[src/rtl/ifu_pkg.sv]
// Shared types and constants for the instruction fetch unit.
package ifu_pkg;

  localparam int XLEN    = 32;
  localparam int INSTR_W = 32;
  localparam int PC_STEP = 4;

  typedef struct packed {
    logic [XLEN-1:0]    pc;
    logic [INSTR_W-1:0] instr;
  } ifu_entry_t;

endpackage

[src/rtl/ifu_fifo.sv]
// Show-ahead synchronous FIFO of {pc,instr} entries with flush; DEPTH must be a power of 2.
module ifu_fifo
  import ifu_pkg::*;
#(
  parameter  int DEPTH = 2,
  localparam int PTR_W = $clog2(DEPTH),
  localparam int CNT_W = $clog2(DEPTH + 1)
) (
  input  logic             clk,
  input  logic             reset,
  input  logic             push,
  input  logic             pop,
  input  logic             flush,
  input  ifu_entry_t       wr_data,
  output ifu_entry_t       head,
  output logic             valid,
  output logic [CNT_W-1:0] count
);

  localparam logic [CNT_W-1:0] FULL = CNT_W'(DEPTH);

  ifu_entry_t       mem [DEPTH];
  logic [PTR_W-1:0] rd_ptr, wr_ptr;
  logic             do_pop;

  assign valid  = (count != '0);
  assign do_pop = pop & valid;
  assign head   = mem[rd_ptr];

  always_ff @(posedge clk) begin
    if (reset || flush) begin
      rd_ptr <= '0;
      wr_ptr <= '0;
      count  <= '0;
    end else begin
      if (push)   wr_ptr <= wr_ptr + 1'b1;
      if (do_pop) rd_ptr <= rd_ptr + 1'b1;
      case ({push, do_pop})
        2'b10:   count <= count + 1'b1;
        2'b01:   count <= count - 1'b1;
        default: count <= count;
      endcase
    end
  end

  always_ff @(posedge clk) begin
    if (push && !reset && !flush) mem[wr_ptr] <= wr_data;
  end

  // Credit accounting upstream must never let a push land in a full FIFO.
  always_ff @(posedge clk) begin
    if (!reset && !flush && push && !do_pop)
      assert (count < FULL);
  end

endmodule

[src/rtl/instr_fetch_unit.sv]
// Fetch stage: owns the PC, issues ROM reads under FIFO credit, buffers responses for decode.
// Optional misaligned-redirect fault under `define IFU_MISALIGN_CHECK_EN.
module instr_fetch_unit #(
  parameter int              XLEN     = 32,
  parameter int              DEPTH    = 2,
  parameter logic [XLEN-1:0] RESET_PC = '0
) (
  input  logic            clk,
  input  logic            reset,
  input  logic            redirect_valid,
  input  logic [XLEN-1:0] redirect_pc,
  output logic            rd_en_rom,
  output logic [XLEN-1:0] address_rom,
  input  logic [31:0]     instruction,
  output logic            if_valid,
  output logic [31:0]     if_instr,
  output logic [XLEN-1:0] if_pc,
  input  logic            id_ready,
  output logic            fetch_fault
);
  import ifu_pkg::*;

  localparam int CNT_W = $clog2(DEPTH + 1);

  logic [XLEN-1:0]  pc_q, tag_pc_q, redir_target;
  logic             inflight_q, pop, push;
  logic [CNT_W-1:0] fifo_count;
  logic [CNT_W:0]   used;
  ifu_entry_t       wr_entry, head;

`ifdef IFU_MISALIGN_CHECK_EN
  logic fault_q;

  always_ff @(posedge clk) begin
    if (reset)               fault_q <= 1'b0;
    else if (redirect_valid) fault_q <= |redirect_pc[1:0];
  end

  assign fetch_fault  = fault_q;
  assign redir_target = redirect_pc;
`else
  assign fetch_fault  = 1'b0;
  assign redir_target = redirect_pc & ~XLEN'(3);
`endif

  // Slots committed = buffered + in flight, minus the entry leaving this cycle.
  assign pop       = if_valid & id_ready;
  assign used      = {1'b0, fifo_count} + (CNT_W+1)'(inflight_q) - (CNT_W+1)'(pop);
  assign rd_en_rom = !reset && !redirect_valid && !fetch_fault && (used < (CNT_W+1)'(DEPTH));
  assign address_rom = pc_q;
  assign push      = inflight_q & !redirect_valid;

  always_ff @(posedge clk) begin
    if (reset) begin
      pc_q       <= RESET_PC;
      tag_pc_q   <= '0;
      inflight_q <= 1'b0;
    end else begin
      inflight_q <= rd_en_rom;
      if (rd_en_rom) begin
        pc_q     <= pc_q + XLEN'(PC_STEP);
        tag_pc_q <= pc_q;
      end
      if (redirect_valid) pc_q <= redir_target;
    end
  end

  assign wr_entry.pc    = tag_pc_q;
  assign wr_entry.instr = instruction;

  ifu_fifo #(.DEPTH(DEPTH)) u_fifo (
    .clk     (clk),
    .reset   (reset),
    .push    (push),
    .pop     (pop),
    .flush   (redirect_valid),
    .wr_data (wr_entry),
    .head    (head),
    .valid   (if_valid),
    .count   (fifo_count)
  );

  // Zero the head fields when empty so flushed entries never leak out.
  assign if_pc    = if_valid ? head.pc    : '0;
  assign if_instr = if_valid ? head.instr : '0;

endmodule

[config.mk]
export PLATFORM = sky130hd
export DESIGN_NAME = instr_fetch_unit
export DESIGN_NICKNAME = d
export VERILOG_FILES = /design/src/rtl/ifu_pkg.sv /design/src/rtl/ifu_fifo.sv /design/src/rtl/instr_fetch_unit.sv
export SDC_FILE = /design/constraint.sdc
export NUM_CORES = 1
export LEC_CHECK = 0
export ABC_AREA = 1
export CAP_MARGIN = 25
export CORE_MARGIN = 3
export CORE_UTILIZATION = 51
export DETAILED_ROUTE_END_ITERATION = 8
export GPL_ROUTABILITY_DRIVEN = 0
export PLACE_DENSITY = 0.87
export SYNTH_ARGS = -nofsm -noshare
export SYNTH_HDL_FRONTEND = slang
export SYNTH_SLANG_ARGS = --single-unit
export TNS_END_PERCENT = 10
[constraint.sdc]
create_clock -name clk -period 6.6 [get_ports clk]
set_input_delay 0.99 -clock clk [delete_from_list [all_inputs] [get_ports clk]]
set_output_delay 0.99 -clock clk [all_outputs]
set_load 0.02 [all_outputs]
==> results of run 1 <==
metal layers:
| metal | GRT usage [%] | vias up |
|---|---|---|
| met1 | 29.4 | 3015 |
| met2 | 35.4 | 308 |
| met3 | 4.52 | 38 |
| met4 | 8.93 | 0 |
| li1 | - | 3155 |
| met5 | 0 | - |
placed cells by master (no fill, tap or decap), types with 4 or more instances in the layout:
master           synthesis  final
buf_4                    5      9
clkdlybuf4s50_1          0    159
dfxtp_1                 66     65
inv_2                    4      4
nor3_1                  10      8
inv_1                   68     68
xor2_1                   7      7
nand4_1                  7      7
nor2_2                   4      4
nand3_1                 35     35
edfxtp_1               124    124
nand2_1                247    247
a211oi_1                 8      8
o21ai_0                 43     43
clkbuf_16                0     18
a31oi_1                  6      6
a21oi_1                 94     94
conb_1                   1      5
nor2_1                  73     72
sequential cells by signal, summed over array words and instances, names as in the netlist, named ones only:
signal and flops:
address_rom 30, inflight_q 1, tag_pc_q 30, u_fifo.count 2, u_fifo.mem 124, u_fifo.rd_ptr 1, u_fifo.wr_ptr 1
how the worst max path moves through the flow:
stage	depth (start not counted)	start	endpoint
after floorplan	2	reset	u_fifo.mem[0][0]
after global placement	11	id_ready	rd_en_rom
after detailed placement	11	id_ready	rd_en_rom
after CTS	11	id_ready	rd_en_rom
after global routing	11	id_ready	rd_en_rom
final	11	id_ready	rd_en_rom
cell type report:
cell class / instances / area, sq um / share of cell area (%)
clock buffers: 20 / 458 / 4.42
well taps: 211 / 264 / 2.55
repair buffers: 169 / 1680 / 16.2
flip-flops and latches: 190 / 5050 / 48.7
clock inverters: 12 / 100 / 0.966
multi-input cells: 557 / 2550 / 24.6
inverters: 72 / 270 / 2.61
critical path: cells and delay by family:
kind	cells	cell delay [ns]
fa+ha+maj	2	0.75
buf+inv	5	1.41
simple gates	4	0.80
metrics by stage:
step           hold WS (ns)  std cells
3_5_place_dp          0.437       1199
3_3_place_gp          0.430       1198
4_1_cts               0.450       1231
2_1_floorplan         0.420        864
6_report              0.453       1231
5_1_grt               0.472       1231
cell families after synthesis:
| kind of cell | Yosys count |
|---|---|
| buffers and inverters | 117 |
| other | 1 |
| xor gates and xnor gates | 9 |
| AOI/OAI and AO/OA | 153 |
| adders and majority gates | 4 |
| DFF | 190 |
| and+or+nand+nor | 386 |
report_power, final:
part	total [uW]	switching (uW)	internal, uW
combinational	217	120	97.2
clock	959	444	515
sequential	1330	33.2	1300
==> results.py, run 1 <==
metrics = {
    "placed_design": {
        "dp_worst_setup_slack_ns": 1.71,
        "placed_area_sq_mm": 0.00981,
        "dp_hpwl_microns": 12500,
        "io_buffers": 159,
    },
    "sta": {
        "fmax_ghz": 0.202,
        "drv_slew": 0,
        "setup_tns_ns": 0,
        "skew_ns": 0.00791,
        "min_period_ns": 4.94,
        "setup_slack_ns": 1.66,
        "hold_viol_final": 0,
        "finalCritPeriodShare_pct": 74.9,
        "relSlewSlack_pct": 54.8,
        "setup_viol": 0,
        "rsz0062_at_grt": "false",
        "worst_pin_slew_ns": 0.678,
    },
    "synthesis": {
        "synth_xor_area_share_pct": 0.980,
        "yosys_register_bits": 190,
        "synth.avg_cell_area_sq_um": 9.35,
        "synthTopCellsByArea": "edfxtp_1 46%, dfxtp_1 16%, nand2_1 12%",
        "synth_area_sq_mm": 0.00804,
        "ys_seq_area_share_pct": 62.7,
        "synth_top_family_by_area": "simple AND/OR/NAND/NOR gates",
        "synth_top_area_cell": "edfxtp_1",
        "postSynthCellCount": 860,
        "synthAdderAreaFrac_pct": 0.716,
        "post-synth-top-area-fraction_pct": 46.3,
        "synth_compound_area_share_pct": 9.99,
        "synthTopCellsByCount": "247 x nand2_1, 124 x edfxtp_1, 94 x a21oi_1, 73 x nor2_1, 68 x inv_1",
        "muxShareOfSynthArea_pct": 0,
        "synth.distinct_cells": 30,
        "synth_most_common_cell": "nand2_1",
        "synthFlopType": "edfxtp_1",
        "yosysWarnings": 0,
        "async_flop_share_pct": 0,
        "yosys.area_share.simple_pct": 19.5,
        "synth-edff-count": 124,
    },
    "setup_path": {
        "r2r_cells": 16,
        "max_stage_delay_ns": 0.61,
        "critical_path_required_ns": 5.61,
        "r2r_start": "u_fifo.count[1]",
        "rr_endpoint": "address_rom[11]",
        "path_cells": "clkdlybuf4s50_1 -> nand2_1 -> inv_1 -> ha_1 -> or2_2 -> fa_1 -> inv_1 -> nor2_1 -> nand2_2 -> inv_2 -> clkdlybuf4s50_1",
        "endpoint_kind": "primary output",
        "crit_type": "in2out",
        "crit_fanout": 24,
        "cp_slowest_cell": "clkdlybuf4s50_1",
        "start_kind": "input port",
        "rrSetupSlack_ns": 3.04,
        "critPathArrivalTime_ns": 3.95,
    },
    "job": {
        "maxCapViolCount": 0,
    },
    "clocking": {
        "cts.sinks": 190,
        "holdBufCountCts": 0,
        "htreeDepth": 4,
        "clock_latency_ns": 0.43,
        "cts.path.max_buffers": 2,
        "cts_resized": 0,
        "clkSlewWorstSetupHoldPaths_ns": 0.07,
        "cts_root_buf": "clkbuf_16",
        "post-cts-setup-buffers": 0,
        "cts_tree": "yes",
        "cts_inserted_buffers": 17,
    },
    "layout": {
        "fin_util_pct": 67.7,
        "nets": 1079,
        "n_fill_cell": 1187,
        "synthToLayoutAreaGrowth_pct": 28.9,
        "fin_area_sq_mm": 0.0104,
        "drive_gt1_share_pct": 5.88,
        "insertedDiodeCount": 0,
    },
    "global_routing": {
        "grt_pass1_wl_microns": 30900,
        "grt.total_usage_pct": 22.0,
        "gr-total-overflow": 0,
        "grt_pass1_vias": 6272,
        "grt_max_degree": 70,
        "antenna_found_initial": 0,
    },
    "drt": {
        "met3_length_microns": 1680,
        "post_drt_wl_per_cell_microns": 15.5,
        "ant_nets": 0,
        "drtIter0Drc": 512,
        "avgViaCountPerCell": 5.29,
        "drc_errors": 0,
        "top_layer_used": "met4",
        "first_pass_iters": 5,
        "route.met2.wl_microns": 9080,
        "vias": 6516,
        "wl_met1_microns": 7860,
        "wirelength_microns": 19100,
    },
    "power": {
        "power.total_uw": 2510,
        "power.density_mw_per_mm2": 242,
        "p_leak_uw": 0.00382,
        "peakVddDrop_uv": 189,
    },
    "run_status": {
        "status": "finished clean",
    },
    "worst_hold_path": {
        "hold_class": "reg2reg",
        "hold_depth": 1,
        "hp-start": "u_fifo.rd_ptr",
    },
    "floorplanning": {
        "core_area_sq_mm": 0.0153,
        "io-pin-count": 167,
        "fp.dieW_microns": 132,
        "start_util_pct": 52.5,
        "num_rows": 45,
        "die-area_sq_mm": 0.0173,
        "die_y_microns": 132,
    },
}
No activity file was read; power rests on OpenSTA's default activity.
==> inputs of run 2 (changes only) <==
- CORE_UTILIZATION: 51 -> 46
- PLACE_DENSITY: 0.87 -> 0.83
- clock period: 6.6 -> 4.3 ns (I/O delays scaled with it)
==> results.py, run 2 (synthesized netlist as in run 1, its figures left out) <==
metrics = {
    "clocking": {
        "cts_root_buf": "clkbuf_16",
        "cts_inserted_buffers": 17,
        "post-cts-setup-buffers": 0,
        "clock_latency_ns": 0.42,
        "cts_tree": "yes",
        "holdBufCountCts": 0,
        "htreeDepth": 4,
        "cts.path.max_buffers": 2,
        "clkSlewWorstSetupHoldPaths_ns": 0.07,
        "cts_resized": 0,
        "cts.sinks": 190,
    },
    "global_routing": {
        "grt.total_usage_pct": 19.7,
        "gr-total-overflow": 0,
        "grt_max_degree": 70,
        "antenna_found_initial": 0,
        "grt_pass1_wl_microns": 30400,
        "grt_pass1_vias": 6030,
    },
    "floorplanning": {
        "num_rows": 47,
        "io-pin-count": 167,
        "die_y_microns": 138,
        "start_util_pct": 47.8,
        "fp.dieW_microns": 138,
        "die-area_sq_mm": 0.0191,
        "core_area_sq_mm": 0.0168,
    },
    "sta": {
        "finalCritPeriodShare_pct": 90.7,
        "rsz0062_at_grt": "false",
        "hold_viol_final": 0,
        "setup_slack_ns": 0.401,
        "relSlewSlack_pct": 42.8,
        "fmax_ghz": 0.256,
        "min_period_ns": 3.90,
        "worst_pin_slew_ns": 0.858,
        "drv_slew": 0,
        "skew_ns": 0.00914,
        "whs_ns": 0.461,
        "setup_viol": 0,
    },
    "power": {
        "p_leak_uw": 0.00380,
        "power.density_mw_per_mm2": 372,
        "peakVddDrop_uv": 285,
    },
    "layout": {
        "fin_util_pct": 61.6,
        "drive_gt1_share_pct": 5.79,
        "layout_common_cells": "247 x nand2_1, 159 x clkdlybuf4s50_1, 124 x edfxtp_1",
        "largest_reg_flops": 124,
        "seq_area_sq_mm": 0.00505,
        "largest-register": "u_fifo.mem",
        "fin_area_sq_mm": 0.0104,
        "insertedDiodeCount": 0,
        "multi_input_area_sq_mm": 0.00255,
        "final_cells": 1239,
        "synthToLayoutAreaGrowth_pct": 28.8,
        "nets": 1078,
        "final_common_cell": "nand2_1",
        "n_fill_cell": 1393,
    },
    "placed_design": {
        "placed_area_sq_mm": 0.00980,
        "placedCellCount": 1207,
        "dp_worst_setup_slack_ns": 0.385,
        "io_buffers": 159,
        "dp_hpwl_microns": 12400,
    },
    "setup_path": {
        "crit_fanout": 5,
        "r2r_start": "u_fifo.count[1]",
        "startpoint": "id_ready",
        "cp.depth": 11,
        "max_stage_delay_ns": 0.60,
        "crit_family": "buffers and inverters",
        "critPathArrivalTime_ns": 3.25,
        "setup.worst_path.end": "rd_en_rom",
        "timing.critical_path.buf_inv": 5,
        "path_cells": "clkdlybuf4s50_1 -> nand2_1 -> inv_1 -> ha_1 -> or2_2 -> fa_1 -> inv_1 -> nor2_1 -> nand2_2 -> inv_2 -> clkdlybuf4s50_1",
        "critical_path_required_ns": 3.65,
        "start_kind": "input port",
        "endpoint_kind": "primary output",
        "rr_endpoint": "address_rom[24]",
        "rrSetupSlack_ns": 1.00,
        "cp_slowest_cell": "clkdlybuf4s50_1",
        "crit_type": "in2out",
        "r2r_cells": 17,
    },
    "drt": {
        "drc_errors": 0,
        "first_pass_iters": 8,
        "vias": 6370,
        "post_drt_wl_per_cell_microns": 15.2,
        "avgViaCountPerCell": 5.14,
        "ant_nets": 0,
        "drtIter0Drc": 462,
        "wirelength_microns": 18800,
    },
    "job": {
        "maxCapViolCount": 0,
    },
    "run_status": {
        "status": "finished clean",
    },
    "worst_hold_path": {
        "hold_class": "reg2reg",
    },
}
run 2: cell types whose count changed in the layout (fill, tap and decap cells not counted):
cell,before,now
inv_4,2,1
clkinv_2,1,3
clkinv_4,3,2
clkbuf_16,18,19
buf_12,1,0
inv_8,2,0
clkinvlp_4,1,2
run 2: worst min path at each step:
stage | slack, ns | endpoint | cells past startpoint | from
2_1_floorplan | 0.42 | u_fifo.mem[0][37] | 0 | tag_pc_q[5]
3_3_place_gp | 0.43 | flip-flop | 1 | u_fifo.rd_ptr
3_5_place_dp | 0.44 | u_fifo.mem[0][52] | 0 | tag_pc_q[20]
4_1_cts | 0.46 | u_fifo.mem[1][52] | 0 | tag_pc_q[20]
5_1_grt | 0.48 | u_fifo.mem[1][46] | 0 | tag_pc_q[14]
6_report | 0.46 | u_fifo.mem[1][52] | 0 | tag_pc_q[20]
run 2: power by group:
| part | internal [uW] | total (uW) | switching [uW] |
|---|---|---|---|
| clock network | 814 | 1470 | 659 |
| logic | 149 | 332 | 183 |
| registers | 2000 | 2050 | 50.3 |
run 2: metrics by stage:
stage | TNS (ns) | power, uW
final | 0 | 3850
after CTS | 0 | 3870
after detailed placement | 0 | 2420
after global routing | 0 | 4000
after floorplan | -172.25 | 2250
after global placement | 0 | 2410
run 2: area by class of cell:
class	count	area share (%)
multi-input combinational	557	24.6
inverter	72	2.61
clock inverter	11	0.773
tap	220	2.66
timing repair buffer	168	16.0
sequential	190	48.7
clock buffer	21	4.66
run 2: routing by layer:
layer  global-route usage [%]  wire length (microns)
met1                     27.0                   8290
met2                     32.0                   8950
met3                     3.80                   1310
met4                     5.98                    223
met5                        0                      0
==> inputs of run 3 (changes only) <==
- SLEW_MARGIN: default -> 20
==> results of run 3 <==
Final layout, timing and power as in run 2 (identical DEF).
==> patch: new RTL, config.mk and constraints of run 3 <==
The option `IFU_MISALIGN_CHECK_EN` is turned on by a define.
--- a/src/rtl/instr_fetch_unit.sv
+++ b/src/rtl/instr_fetch_unit.sv
@@ -1,5 +1,7 @@
 // Fetch stage: owns the PC, issues ROM reads under FIFO credit, buffers responses for decode.
 // Optional misaligned-redirect fault under `define IFU_MISALIGN_CHECK_EN.
+`define IFU_MISALIGN_CHECK_EN
+
 module instr_fetch_unit #(
   parameter int              XLEN     = 32,
   parameter int              DEPTH    = 2,
Behaviour: not the same (a bounded check fails within 4 cycles, from zero or initial values and one cycle with reset high).
==> patch against run 3 <==
Worst setup slack gained 0.043 ns. Design area is 4.3% higher. Synthesized area increased by 4.2%. Via count is 4.1% higher. Global-route usage grew 0.36 points. Wire length grew 6.8%. Power rose by 4.0%. Worst hold slack got worse by 0.0021 ns. Sequential cell count up 9. Critical path type unchanged. Largest cell class unchanged.
==> patch: results (changes against run 3) <==
| Metric | Value |
|---|---|
| Maximum buffer depth of the clock tree | `2 (unchanged)` |
| Gr usage total | `20.1% (was 19.7%)` |
| Largest net degree at the start of global routing | `71 (was 70)` |
| Hold path start | `tag_pc_q[13] (was tag_pc_q[20])` |
| Post-CTS sizing | `0 (unchanged)` |
| Synth top area cells | `edfxtp_1 46%, dfxtp_1 17%, nand2_1 11% (was edfxtp_1 46%, dfxtp_1 16%, nand2_1 12%)` |
| Dpl hpwl | `13.4 mm (was 12.4 mm)` |
| Seq/Total Area, Yosys | `62.8% (was 62.7%)` |
| Pleak | `3.98 nW (was 3.80 nW)` |
| Reg2Reg Launch Point | `u_fifo.count[1] (unchanged)` |
| First-pass GRT wire length | `31.8 mm (was 30.4 mm)` |
| Synth unique cells | `34 (was 30)` |
| Synth cell count leaders | `241 x nand2_1, 128 x edfxtp_1, 94 x a21oi_1 (was 247 x nand2_1, 124 x edfxtp_1, 94 x a21oi_1)` |
| Status | `complete, no violations (unchanged)` |
| Worst r2r dst | `address_rom[29] (was address_rom[24])` |
| Worst Path Arrival | `3.21 ns (was 3.25 ns)` |
| Via-to-Cell Ratio | `5.20 (was 5.14)` |
| NumNets Final | `1108 (was 1078)` |
| 1st-pass router iterations | `7 (was 8)` |
| WHS Path Cells | `0 (unchanged)` |
| Hold endpoint | `u_fifo.mem[1][45] (was u_fifo.mem[1][52])` |
| Routed len/inst | `15.7 µm (was 15.2 µm)` |
| Post-Place Worst Slack | `0.464 ns (was 0.385 ns)` |
| Clk pin slew, worst setup/hold paths | `0.07 ns (about the same)` |
| Share of layout cells above drive strength 1 | `6.58% (was 5.79%)` |
| Peak VDD IR | `269 µV (was 285 µV)` |
| Final Skew | `0.00886 ns (was 0.00914 ns)` |
| 1st-iter DRT viols | `446 (was 462)` |
| Post-synth EDFFs | `128 (was 124)` |
| PortBufs | `166 (was 159)` |
| FILL cells | `1441 (was 1393)` |
| R2R Setup Slk | `1.05 ns (was 1.00 ns)` |
| Largest register FFs | `128 (was 124)` |
| Slew @ Worst Pin | `0.867 ns (was 0.858 ns)` |
| Hold_ws | `0.459 ns (was 0.461 ns)` |
| Worst R2R Path Depth | `15 (was 17)` |
| Hold Path Class | `register to register (unchanged)` |
| Vias in the first global route | `6182 (was 6030)` |
==> patch: worst max-delay path, delay by kind of cell <==
kind                     cells  cell delay, ns
buffers and inverters        4            1.23
adder cells (fa/ha/maj)      2            0.73
AND/OR/NAND/NOR              5            0.60
==> patch: worst max path at each step <==
stage | cells after the start | endpoint | slack (ns) | start
after detailed placement | 11 | rd_en_rom | 0.46 | id_ready
after CTS | 11 | rd_en_rom | 0.45 | id_ready
after global routing | 11 | rd_en_rom | 0.34 | id_ready
after floorplan | 3 | u_fifo.mem[0][0] | -1.66 | reset
after global placement | 11 | rd_en_rom | 0.47 | id_ready
final | 11 | rd_en_rom | 0.44 | id_ready
==> patch: cell families after synthesis <==
family,synth area share [%]
AOI/OAI and AO/OA,9.85
xor gates and xnor gates,0.940
adders and majority gates,0.687
buffers and inverters,5.63
DFF,62.8
and+or+nand+nor,20.1
==> patch: report_power, final <==
part	total, W	switching [W]	leakage (nW)	internal (W)
clock	0.00152	0.000711	0.284	0.000808
combinational	0.000343	0.000187	1.90	0.000156
sequential	0.00214	0.0000546	1.80	0.00209
==> patch: final cells by class <==
type	count	area, µm²	share of cell area [%]
multi-input combinational	570	2660	24.6
inverter	72	275	2.55
clock inverter	13	106	0.984
clock buffer	19	464	4.30
timing repair buffer	176	1750	16.2
tap	225	282	2.61
sequential	199	5270	48.7
==> patch: metal layers <==
layer / wire (µm) / global-route usage [%] / up-vias
met4: 405 / 7.14 / 0
li1: - / - / 3271
met1: 8800 / 27.9 / 3056
met3: 1560 / 4.34 / 27
met5: 0 / 0 / -
met2: 9280 / 31.3 / 277
==> patch: metrics by stage <==
step	total power (W)	cells	cell area [µm²]
after floorplan	0.00235	883	8380
after global placement	0.00251	1241	10200
after detailed placement	0.00253	1242	10200
after CTS	0.00404	1274	10800
after global routing	0.00415	1274	10800
final	0.00401	1274	10800
